`src/rtl/mb_uart_tx_arb.sv`:
```
// mb_uart_tx_arb
//   Round-robin arbiter/sequencer sharing one mbUartT transmitter among
//   NUM_REQ byte producers. One byte is granted at a time, loaded into the
//   transmitter with a one-cycle strobe, and the arbiter waits for the
//   transmitter's completion pulse. An optional idle gap follows each
//   completed frame, and a watchdog aborts a frame that never completes.
//
// Ports
//   clk, rst        clock (rising edge), asynchronous active-high reset
//   req             level request per requester (data held while high)
//   req_data        byte of requester i on [8i+7:8i]
//   ack             one-cycle pulse: requester's byte captured
//   done            one-cycle pulse: requester's byte fully transmitted
//   err             one-cycle pulse: watchdog abort
//   busy            high whenever the sequencer is not idle
//   tx_data         byte to mbUartT data
//   tx_data_f       one-cycle load strobe to mbUartT data_f
//   tx_send_finish  one-cycle completion pulse from mbUartT send_finish
module mb_uart_tx_arb #(
  parameter int NUM_REQ    = 4,
  parameter int GAP_CYCLES = 0,
  parameter int TIMEOUT    = 1000000
) (
  input  logic                 clk,
  input  logic                 rst,
  input  logic [NUM_REQ-1:0]   req,
  input  logic [8*NUM_REQ-1:0] req_data,
  output logic [NUM_REQ-1:0]   ack,
  output logic [NUM_REQ-1:0]   done,
  output logic                 err,
  output logic                 busy,
  output logic [7:0]           tx_data,
  output logic                 tx_data_f,
  input  logic                 tx_send_finish
);

  localparam int IW = (NUM_REQ > 1)    ? $clog2(NUM_REQ)      : 1;
  localparam int TW = (TIMEOUT > 1)    ? $clog2(TIMEOUT)      : 1;
  localparam int GW = (GAP_CYCLES > 0) ? $clog2(GAP_CYCLES+1) : 1;

  localparam logic [IW-1:0] LAST_IDX = IW'(NUM_REQ-1);
  localparam logic [TW-1:0] TMO_LAST = TW'(TIMEOUT-1);
  localparam logic [GW-1:0] GAP_LAST = GW'((GAP_CYCLES > 0) ? GAP_CYCLES-1 : 0);

  typedef enum logic [1:0] {S_IDLE, S_START, S_WAIT, S_GAP} state_t;

  state_t                    state;
  logic [IW-1:0]             owner;
  logic [IW-1:0]             last_grant;
  logic [TW-1:0]             tmo_cnt;
  logic [GW-1:0]             gap_cnt;

  logic [NUM_REQ-1:0][7:0]   req_byte;
  logic [IW-1:0]             win;
  logic [IW-1:0]             cand;
  logic                      win_vld;

  assign req_byte = req_data;

  // Scan candidates last_grant+NUM_REQ down to last_grant+1 so the closest
  // requester after the previous winner is the last (and final) assignment.
  always_comb begin
    win     = '0;
    win_vld = 1'b0;
    cand    = '0;
    for (int k = NUM_REQ; k >= 1; k--) begin
      cand = IW'((int'(last_grant) + k) % NUM_REQ);
      if (req[cand]) begin
        win     = cand;
        win_vld = 1'b1;
      end
    end
  end

  always_ff @(posedge clk or posedge rst) begin
    if (rst) begin
      state      <= S_IDLE;
      owner      <= '0;
      last_grant <= LAST_IDX;
      tmo_cnt    <= '0;
      gap_cnt    <= '0;
      ack        <= '0;
      done       <= '0;
      err        <= 1'b0;
      busy       <= 1'b0;
      tx_data    <= 8'h00;
      tx_data_f  <= 1'b0;
    end else begin
      ack       <= '0;
      done      <= '0;
      err       <= 1'b0;
      tx_data_f <= 1'b0;
      unique case (state)
        S_IDLE: begin
          if (win_vld) begin
            tx_data    <= req_byte[win];
            ack[win]   <= 1'b1;
            owner      <= win;
            last_grant <= win;
            busy       <= 1'b1;
            state      <= S_START;
          end
        end
        S_START: begin
          tx_data_f <= 1'b1;
          tmo_cnt   <= '0;
          state     <= S_WAIT;
        end
        S_WAIT: begin
          // A finish landing on the timeout cycle still counts as success.
          if (tx_send_finish) begin
            done[owner] <= 1'b1;
            gap_cnt     <= '0;
            if (GAP_CYCLES > 0) begin
              state <= S_GAP;
            end else begin
              state <= S_IDLE;
              busy  <= 1'b0;
            end
          end else if (tmo_cnt == TMO_LAST) begin
            err   <= 1'b1;
            state <= S_IDLE;
            busy  <= 1'b0;
          end else if (tmo_cnt != '1) begin
            tmo_cnt <= tmo_cnt + 1'b1;
          end
        end
        S_GAP: begin
          if (gap_cnt == GAP_LAST) begin
            state <= S_IDLE;
            busy  <= 1'b0;
          end else begin
            gap_cnt <= gap_cnt + 1'b1;
          end
        end
        default: begin
          state <= S_IDLE;
          busy  <= 1'b0;
        end
      endcase
    end
  end

endmodule

```
`config.mk`:
```
export PLATFORM = sky130hd
export DESIGN_NAME = mb_uart_tx_arb
export DESIGN_NICKNAME = d
export VERILOG_FILES = /design/src/rtl/mb_uart_tx_arb.sv
export SDC_FILE = /design/constraint.sdc
export NUM_CORES = 1
export LEC_CHECK = 0
export BUFFER_PORTS_ARGS = -buffer_cell sky130_fd_sc_hd__buf_2
export CORE_ASPECT_RATIO = 0.7
export CORE_MARGIN = 2
export CORE_UTILIZATION = 53
export DETAILED_ROUTE_END_ITERATION = 10
export PLACE_DENSITY_LB_ADDON = 0.08
export SLEW_MARGIN = 20
export SYNTH_ARGS = -nofsm -noshare
export SYNTH_HDL_FRONTEND = slang
export SYNTH_SLANG_ARGS = --single-unit
```
`constraint.sdc`:
```
create_clock -name clk -period 2.6 [get_ports clk]
set_input_delay 0.52 -clock clk [delete_from_list [all_inputs] [get_ports clk]]
set_output_delay 0.52 -clock clk [all_outputs]
set_load 0.05 [all_outputs]
```
==> impl_metrics.tcl, run 1 <==
set metrics [dict create \
    synth_area_sq_mm 0.00233 \
    clkTransAtPathRegs_ns 0.08 \
    routedWlPerCell_um 14.4 \
    place_area_sq_mm 0.00269 \
    synth_edf_count 0 \
    cts_tree "built" \
    syn2layout_area_growth_pct 21.1 \
    yosysSeqAreaShare_pct 48.5 \
    power.density_mw_per_mm2 978 \
    grt_pass1_vias 1743 \
    grt_max_degree 25 \
    overflow 0 \
    peakVddDrop_v 0.000609 \
    place_hpwl_um 3740 \
    first_pass_iters 5 \
    finalHoldViolations 0 \
    worstSkewPairLatency_ns 0.30 \
    endpoint "tmo_cnt[9]" \
    worst-r2r-cell-count 6 \
    yosysTopAreaCellShare_pct 46.2 \
    vias_per_cell 5.78 \
    cts_made_buffers 5 \
    cts_sinks 45 \
    r2r-start "tmo_cnt[0]" \
    fin_crit_ns 2.11 \
    fin_util_pct 65.9 \
    cp_max_fo 16 \
    cts_hold_buf 0 \
    drcViolationCount 0 \
    yosys.area.top_type "dfrtp_1" \
    slew_headroom_pct 46.4 \
    power_leakage_uw 0.00137 \
    cts-root-buf "clkbuf_8" \
    netlist-cell-type-count 48 \
    ys_ff_latch 45 \
    start_util_pct 54.4 \
    setup_viol 0 \
    yosys.area_share.simple_pct 23.8 \
    internal_power_uw 1600 \
    tightest_slew_ns 0.799 \
    pin_count 58 \
    num_rows 20 \
    antenna_found_initial 0 \
    portBuffers 57 \
    ant_nets 0 \
    fin_area_sq_mm 0.00282 \
    via_count 2013 \
    status "completed" \
    synth-main-ff-cell "dfrtp_1" \
    critPathKind "flop to flop" \
    r2r_end "tmo_cnt[9]" \
    synth_top_family_by_area "simple AND/OR/NAND/NOR gates" \
    p_sw_uw 1160 \
    track_usage_pct 21.2 \
    clock_skew_ns 0.00599 \
    switching_share_pct 42.1 \
    synth_warnings 0 \
    clockPowerShare_pct 22.6 \
    end_kind "flop" \
    synthXorXnorAreaFrac_pct 0.753 \
    period_share_pct 81.0 \
    start_kind "flop" \
    arrival_ns 2.33 \
    layout_common_cells "buf_2 (57), dfrtp_1 (43), nand2_1 (29)" \
    rrSetupSlack_ns 0.49 \
    holdCritPathClass "input pin to asynchronous set/reset pin" \
    required_ns 2.82 \
    finalSetupTns_ns 0 \
    h-tree-depth 2 \
    synth_adder_area_share_pct 0.538 \
    netlist_instances 231 \
    grt_pass1_wl_um 8220 \
    layout_commonest_cell "buf_2" \
    drive_above_1_share_pct 29.0 \
    clockBufferDepth 2 \
    fmax_mhz 475 \
    synth_compound_area_share_pct 13.4 \
    ys_top_cells_by_area "dfrtp_1 (46%), mux2i_1 (10%), nand2_1 (4.7%), o221ai_1 (3.4%), a21oi_1 (2.8%)" \
    p_total_uw 2760 \
    combPwrFrac_pct 41.5 \
    syn_area_per_cell_sq_um 10.1 \
    place.gp.congestion 0.817 \
    drv_cap 0 \
    initialDrtViolationCount 149 \
    wl_um 5030 \
    rsz0062_at_grt "false" \
    die_w_um 83.2 \
    critPathLaunch "tmo_cnt[0]" \
    die_area_sq_mm 0.00495 \
    synth_fp_nets 271 \
    cts_setup_buffers 0 \
    post_cts_resize_count 0 \
    synthArstFlopShare_pct 100 \
    chipHeight_um 59.4 \
    maxSlewViolCount 0 \
    core_area_sq_mm 0.00428 \
    yosys-mux-area-fraction_pct 10.3 \
    finalNetCount 332 \
    n_antenna_cell 0 \
    pwr-share-seq_pct 35.9 \
]
==> registers in the layout, indices dropped and copies added, names as in the netlist <==
| name | count |
|---|---|
| ack | 4 |
| busy | 1 |
| done | 4 |
| err | 1 |
| last_grant | 2 |
| owner | 2 |
| state | 2 |
| tmo_cnt | 20 |
| tx_data | 8 |
| tx_data_f | 1 |
==> metal layers <==
| metal | vias up | track usage, % | share of wire, % |
|---|---|---|---|
| li1 | 991 | - | - |
| met1 | 948 | 33.2 | 51 |
| met2 | 72 | 30.2 | 41 |
| met3 | 2 | 4.87 | 7.2 |
| met4 | 0 | 4.22 | 0.28 |
| met5 | - | 0 | 0 |
==> layout make-up <==
cell class	instances	area, sq um
Tap cell	55	68.8
Clock buffer	5	68.8
Inverter	8	30.0
Multi-Input combinational cell	171	1140
Fill cell	375	1460
Sequential cell	45	1130
Timing Repair Buffer	61	315
Clock inverter	3	65.1
==> logic make-up (layout without fill, tap and decap cells) <==
kind of cell,count (synthesis),count (layout)
AND/OR/NAND/NOR,100,100
flip-flops,45,45
AO/OA/AOI/OAI,44,44
multiplexers,24,24
buffers and inverters,15,77
XOR/XNOR,2,2
adder cells (fa/ha/maj),1,1
==> synth_stat cells, drive strengths merged, types with 7 or more instances <==
cell / instances
nand4: 7
dfrtp: 43
or3: 7
nor3: 8
nand2: 29
inv: 8
a21oi: 14
nand3: 11
o21ai: 8
mux2i: 24
nor2: 13
o221ai: 9
==> worst min path at each step <==
| stage | startpoint | endpoint | depth (start not counted) | slack (ns) |
|---|---|---|---|---|
| floorplan | owner[1] | done[0] | 1 | 0.43 |
| global placement | owner[1] | done[1] | 1 | 0.44 |
| detailed placement | owner[1] | done[1] | 1 | 0.45 |
| CTS | rst | done[0] | 2 | 0.28 |
| global route | rst | busy | 2 | 0.31 |
| finish | rst | tmo_cnt[16] | 2 | 0.26 |
==> worst max-delay path, cell delays in order, from the launching register on <==
cell and delay, ns:
dfrtp_1 0.44, ha_1 0.26, nand2_1 0.19, nor3_1 0.12, a21o_2 0.32, or4_1 0.53, a21oi_1 0.16
==> per-stage QoR <==
step	cells	hold WS, ns	setup slack, ns
final	348	0.258	0.494
after global routing	348	0.307	0.347
after CTS	348	0.278	0.515
after detailed placement	340	0.446	0.491
after global placement	340	0.443	0.531
after floorplan	231	0.432	0.708
==> power by group through the flow <==
stage,clock (uW),combinational [uW],sequential [uW]
after global placement,0,1130,1000
final,624,1140,989
after detailed placement,0,1150,997
after CTS,629,1150,988
after global routing,660,1230,1010
after floorplan,0,526,1340
(Power assumes the default switching activity.)
==> run 2: changes to the inputs <==
==> constraint.sdc (replaced) <==
create_clock -name clk -period 2.07 [get_ports clk]
set_input_delay 0.414 -clock clk [delete_from_list [all_inputs] [get_ports clk]]
set_output_delay 0.414 -clock clk [all_outputs]
set_load 0.05 [all_outputs]
==> run 2 against run 1 <==
Die area unchanged. Register-to-register slack worse by 0.37 ns. Flip-flop and latch count is the same. Clock power shrank 18%. Via count grew 2.3%. Worst hold slack got worse by 0.11 ns. First-iteration DRC count is 15% lower. Combinational power increased by 32%. Sequential share of layout area shrank 1.1 points. Final area is 2.9% higher. Largest cell class unchanged. Largest power group unchanged.
==> impl_metrics.tcl, run 2 (synthesis gave the netlist of run 1 again) <==
set metrics [dict create \
    rrSetupSlack_ns 0.13 \
    maxSlewViolCount 0 \
    die_w_um 83.2 \
    routedWlPerCell_um 13.8 \
    layout_commonest_cell "buf_2" \
    required_ns 2.24 \
    cts_tree "built" \
    worst-r2r-cell-count 5 \
    clockBufferDepth 2 \
    final-instance-count-excl-fill 360 \
    holdCritPathClass "input pin to asynchronous set/reset pin" \
    cp_max_fo 9 \
    combPwrFrac_pct 46.3 \
    fin_util_pct 67.8 \
    cts_sinks 45 \
    via_count 2060 \
    tightest_slew_ns 0.416 \
    start_util_pct 54.4 \
    fin_area_sq_mm 0.00290 \
    p_sw_uw 1440 \
    internal_power_uw 1820 \
    finalNetCount 344 \
    peakVddDrop_v 0.000807 \
    multi_input_area_sq_mm 0.00116 \
    cts_hold_buf 0 \
    arrival_ns 2.11 \
    status "completed" \
    initialDrtViolationCount 126 \
    die_area_sq_mm 0.00495 \
    period_share_pct 93.9 \
    vias_per_cell 5.72 \
    portBuffers 57 \
    cts-root-buf "clkbuf_8" \
    worst_hold_slack_ns 0.148 \
    grt_pass1_vias 1771 \
    top_regs "tmo_cnt (20), tx_data (8)" \
    first_pass_iters 5 \
    power.density_mw_per_mm2 1120 \
    layout_common_cells "buf_2 (57), dfrtp_1 (43), nand2_1 (28)" \
    finalSetupTns_ns 0 \
    r2r-start "tmo_cnt[11]" \
    rsz0062_at_grt "false" \
    chipHeight_um 59.4 \
    syn2layout_area_growth_pct 24.6 \
    pwr-share-seq_pct 37.9 \
    place.gp.congestion 0.869 \
    place_area_sq_mm 0.00279 \
    critPathKind "flop to flop" \
    largest_reg_flops 20 \
    fillers 341 \
    grt_pass1_wl_um 8270 \
    clkTransAtPathRegs_ns 0.08 \
    fin_crit_ns 1.94 \
    power_leakage_uw 0.00142 \
    track_usage_pct 21.0 \
    placedCellCount 351 \
    end_kind "flop" \
    num_rows 20 \
    slew_headroom_pct 72.2 \
    ant_nets 0 \
    clock_skew_ns 0.00236 \
    place_hpwl_um 3740 \
    cts_made_buffers 5 \
    grt_max_degree 46 \
    drive_above_1_share_pct 32.8 \
    worstSkewPairLatency_ns 0.29 \
    drcViolationCount 0 \
    overflow 0 \
    switching_share_pct 44.1 \
    antenna_found_initial 0 \
    r2r_end "tmo_cnt[18]" \
    wl_um 4980 \
    n_antenna_cell 0 \
    core_area_sq_mm 0.00428 \
    drv_cap 0 \
    h-tree-depth 2 \
    area.sequential_sq_mm 0.00113 \
    finalHoldViolations 0 \
    clockPowerShare_pct 15.8 \
    fmax_mhz 515 \
    start_kind "flop" \
    pin_count 58 \
    setup_viol 0 \
    regMostFlops "tmo_cnt" \
]
[run 2: critical path, cell delays in order (launching register included)]
cell and delay (ns):
dfrtp_1 0.40, or4_4 0.53, or4_4 0.51, o211ai_4 0.15, or3_1 0.18, a21oi_2 0.05
[run 2: area by class of cell]
type	count	area share, %
multi-input combinational	171	40.0
sequential	45	38.9
timing repair buffer	73	14.8
clock buffer	6	2.50
tap	55	2.37
inverter	8	1.04
clock inverter	2	0.345
[run 2: worst max path at each step]
stage	from	endpoint	depth (start not counted)
after detailed placement	tx_send_finish	tmo_cnt[12]	6
after floorplan	tmo_cnt[12]	tmo_cnt[6]	5
after CTS	tmo_cnt[1]	tmo_cnt[13]	6
final	tmo_cnt[11]	tmo_cnt[18]	5
after global routing	tmo_cnt[2]	tmo_cnt[13]	5
after global placement	tx_send_finish	tmo_cnt[12]	6
[run 2: per-layer routing]
layer	global-route usage (%)	vias up	share of wire (%)
met5	0	-	0
met4	2.81	0	0
met3	5.15	0	7.9
met2	29.1	81	41
met1	33.6	963	51
li1	-	1016	-
[run 2: stage by stage]
stage / setup slack, ns / total power [uW]
3_3_place_gp: 0.109 / 2730
6_report: 0.127 / 3250
3_5_place_dp: 0.0712 / 2750
4_1_cts: 0.0590 / 3270
2_1_floorplan: 0.178 / 2340
5_1_grt: 0.0375 / 3480
[run 2: power by group through the flow]
stage	registers (uW)	logic, uW	clock network (uW)
after global placement	1240	1490	0
final	1230	1510	514
after detailed placement	1240	1510	0
after global routing	1270	1630	582
after CTS	1230	1510	535
after floorplan	1680	661	0
[run 2: repair_timing]
action | CTS | global route
setup endpoints to repair | 0 | 11
buffers inserted | 0 | 1
hold endpoints to repair | 0 | 0
resized for setup | 0 | 5
==> run 3: changes to the inputs <==
--- a/config.mk
+++ b/config.mk
@@ -8,7 +8,8 @@
 export BUFFER_PORTS_ARGS = -buffer_cell sky130_fd_sc_hd__buf_2
 export CORE_ASPECT_RATIO = 0.7
 export CORE_MARGIN = 2
-export CORE_UTILIZATION = 53
+export CORE_UTILIZATION = 55
+export CTS_BUF_LIST = sky130_fd_sc_hd__clkbuf_8
 export DETAILED_ROUTE_END_ITERATION = 10
 export PLACE_DENSITY_LB_ADDON = 0.08
 export SLEW_MARGIN = 20
==> run 3 against run 2 <==
Cell count is 0.56% lower. Global-route usage is 3.0 points higher. Clock power is 14% higher. Combinational power hardly changed. Final area hardly changed. Worst setup slack worse by 0.028 ns. Critical endpoint is now tmo_cnt[10]. Largest power group unchanged.
==> impl_metrics.tcl, run 3 (synthesis gave the netlist of run 1 again) <==
set metrics [dict create \
    die_area_sq_mm 0.00478 \
    r2r-start "tmo_cnt[11]" \
    status "completed" \
    via_count 2082 \
    cp_max_fo 9 \
    portBuffers 57 \
    place_hpwl_um 4080 \
    wl_um 5370 \
    drive_above_1_share_pct 32.7 \
    ant_nets 0 \
    num_rows 19 \
    period_share_pct 95.2 \
    r2r_end "tmo_cnt[10]" \
    fin_area_sq_mm 0.00290 \
    routedWlPerCell_um 15.0 \
    fin_crit_ns 1.97 \
    chipHeight_um 58.4 \
    drcViolationCount 0 \
    grt_max_degree 46 \
    maxSlewViolCount 0 \
    rrSetupSlack_ns 0.1 \
    cts_tree "built" \
    clock_skew_ns 0.00789 \
    clkTransAtPathRegs_ns 0.08 \
    initialDrtViolationCount 151 \
    start_kind "flop" \
    end_kind "flop" \
    grt_pass1_vias 1817 \
    n_antenna_cell 0 \
    layout_common_cells "buf_2 (57), dfrtp_1 (42), nand2_1 (29)" \
    peakVddDrop_v 0.000820 \
    holdCritPathClass "input pin to asynchronous set/reset pin" \
    regMostFlops "tmo_cnt" \
    power_leakage_uw 0.00143 \
    vias_per_cell 5.82 \
    power.density_mw_per_mm2 1160 \
    syn2layout_area_growth_pct 24.6 \
    place.gp.congestion 0.908 \
    place_area_sq_mm 0.00278 \
    worstSkewPairLatency_ns 0.29 \
    track_usage_pct 23.9 \
    h-tree-depth 2 \
    slew_headroom_pct 59.3 \
    grt_pass1_wl_um 8740 \
    cts_sinks 45 \
    setup_viol 0 \
    worst-r2r-cell-count 5 \
    start_util_pct 58.3 \
    critPathKind "flop to flop" \
    finalHoldViolations 0 \
    first_pass_iters 5 \
    antenna_found_initial 0 \
    required_ns 2.23 \
    overflow 0 \
    finalSetupTns_ns 0 \
    largest_reg_flops 20 \
    rsz0062_at_grt "false" \
    top_regs "tmo_cnt (20), tx_data (8)" \
    core_area_sq_mm 0.00399 \
    cts-root-buf "clkbuf_8" \
    finalNetCount 345 \
    fmax_mhz 507 \
    arrival_ns 2.13 \
    clockBufferDepth 2 \
    pin_count 58 \
    drv_cap 0 \
    die_w_um 81.8 \
    tightest_slew_ns 0.611 \
    layout_commonest_cell "buf_2" \
    cts_made_buffers 5 \
]
==> run 3: changes by cell type in the layout (fill, tap and decap cells not counted), sizes merged <==
cell / delta
clkinv: -1
buf: +1
clkbuf: +1
==> run 3: worst max path at each step <==
stage,from,endpoint,slack [ns],depth (start not counted)
6_report,tmo_cnt[11],tmo_cnt[10],0.1,5
5_1_grt,tmo_cnt[11],tmo_cnt[10],0.008,5
4_1_cts,tmo_cnt[1],tmo_cnt[0],0.09,7
3_5_place_dp,tx_send_finish,tmo_cnt[12],0.09,6
3_3_place_gp,tx_send_finish,tmo_cnt[12],0.12,6
2_1_floorplan,tmo_cnt[12],tmo_cnt[6],0.18,5
==> run 3: where the power goes <==
part           total, uW  switching (uW)  internal (uW)  leakage (uW)
logic               1530            1040            484      0.000780
registers           1240             135           1100      0.000592
clock network        587             285            302     0.0000542
total               3350            1460           1890       0.00143
==> run 3: metal layers <==
layer  part of all wire, %  track usage, %
met3                   6.7            4.60
met2                    44            35.3
met5                     0               0
met4                  0.34            4.29
met1                    49            37.1
==> run 3: final cells by class <==
class,count,area (sq um)
clock inverter,1,5.00
inverter,8,30.0
multi-input combinational,171,1150
clock buffer,7,96.3
tap,52,65.1
fill,318,1090
timing repair buffer,74,425
sequential,45,1130
==> run 3: metrics by stage <==
stage / util (%) / std cells / power (uW) / setup WS, ns / hold slack (ns)
floorplan: - / 231 / 2340 / 0.178 / 0.432
global placement: 69.5 / 348 / 2720 / 0.123 / 0.448
detailed placement: 69.5 / 348 / 2760 / 0.0882 / 0.450
CTS: 72.1 / 356 / 3350 / 0.0916 / 0.270
global route: 72.6 / 358 / 3560 / 0.00802 / 0.288
finish: 72.6 / 358 / 3350 / 0.0991 / 0.250
==> run 3: critical path, cell delays in order (launching register included) <==
cell and delay, ns:
dfrtp_2 0.44, or4_4 0.52, or4_4 0.50, o211ai_4 0.14, or3_1 0.15, a21oi_1 0.07
==> run 3: what timing repair did <==
item / in CTS / in global routing
gates resized for setup: 0 / 2
hold buffers: 0 / 0
buffers inserted: 0 / 2
setup endpoints to repair: 0 / 12
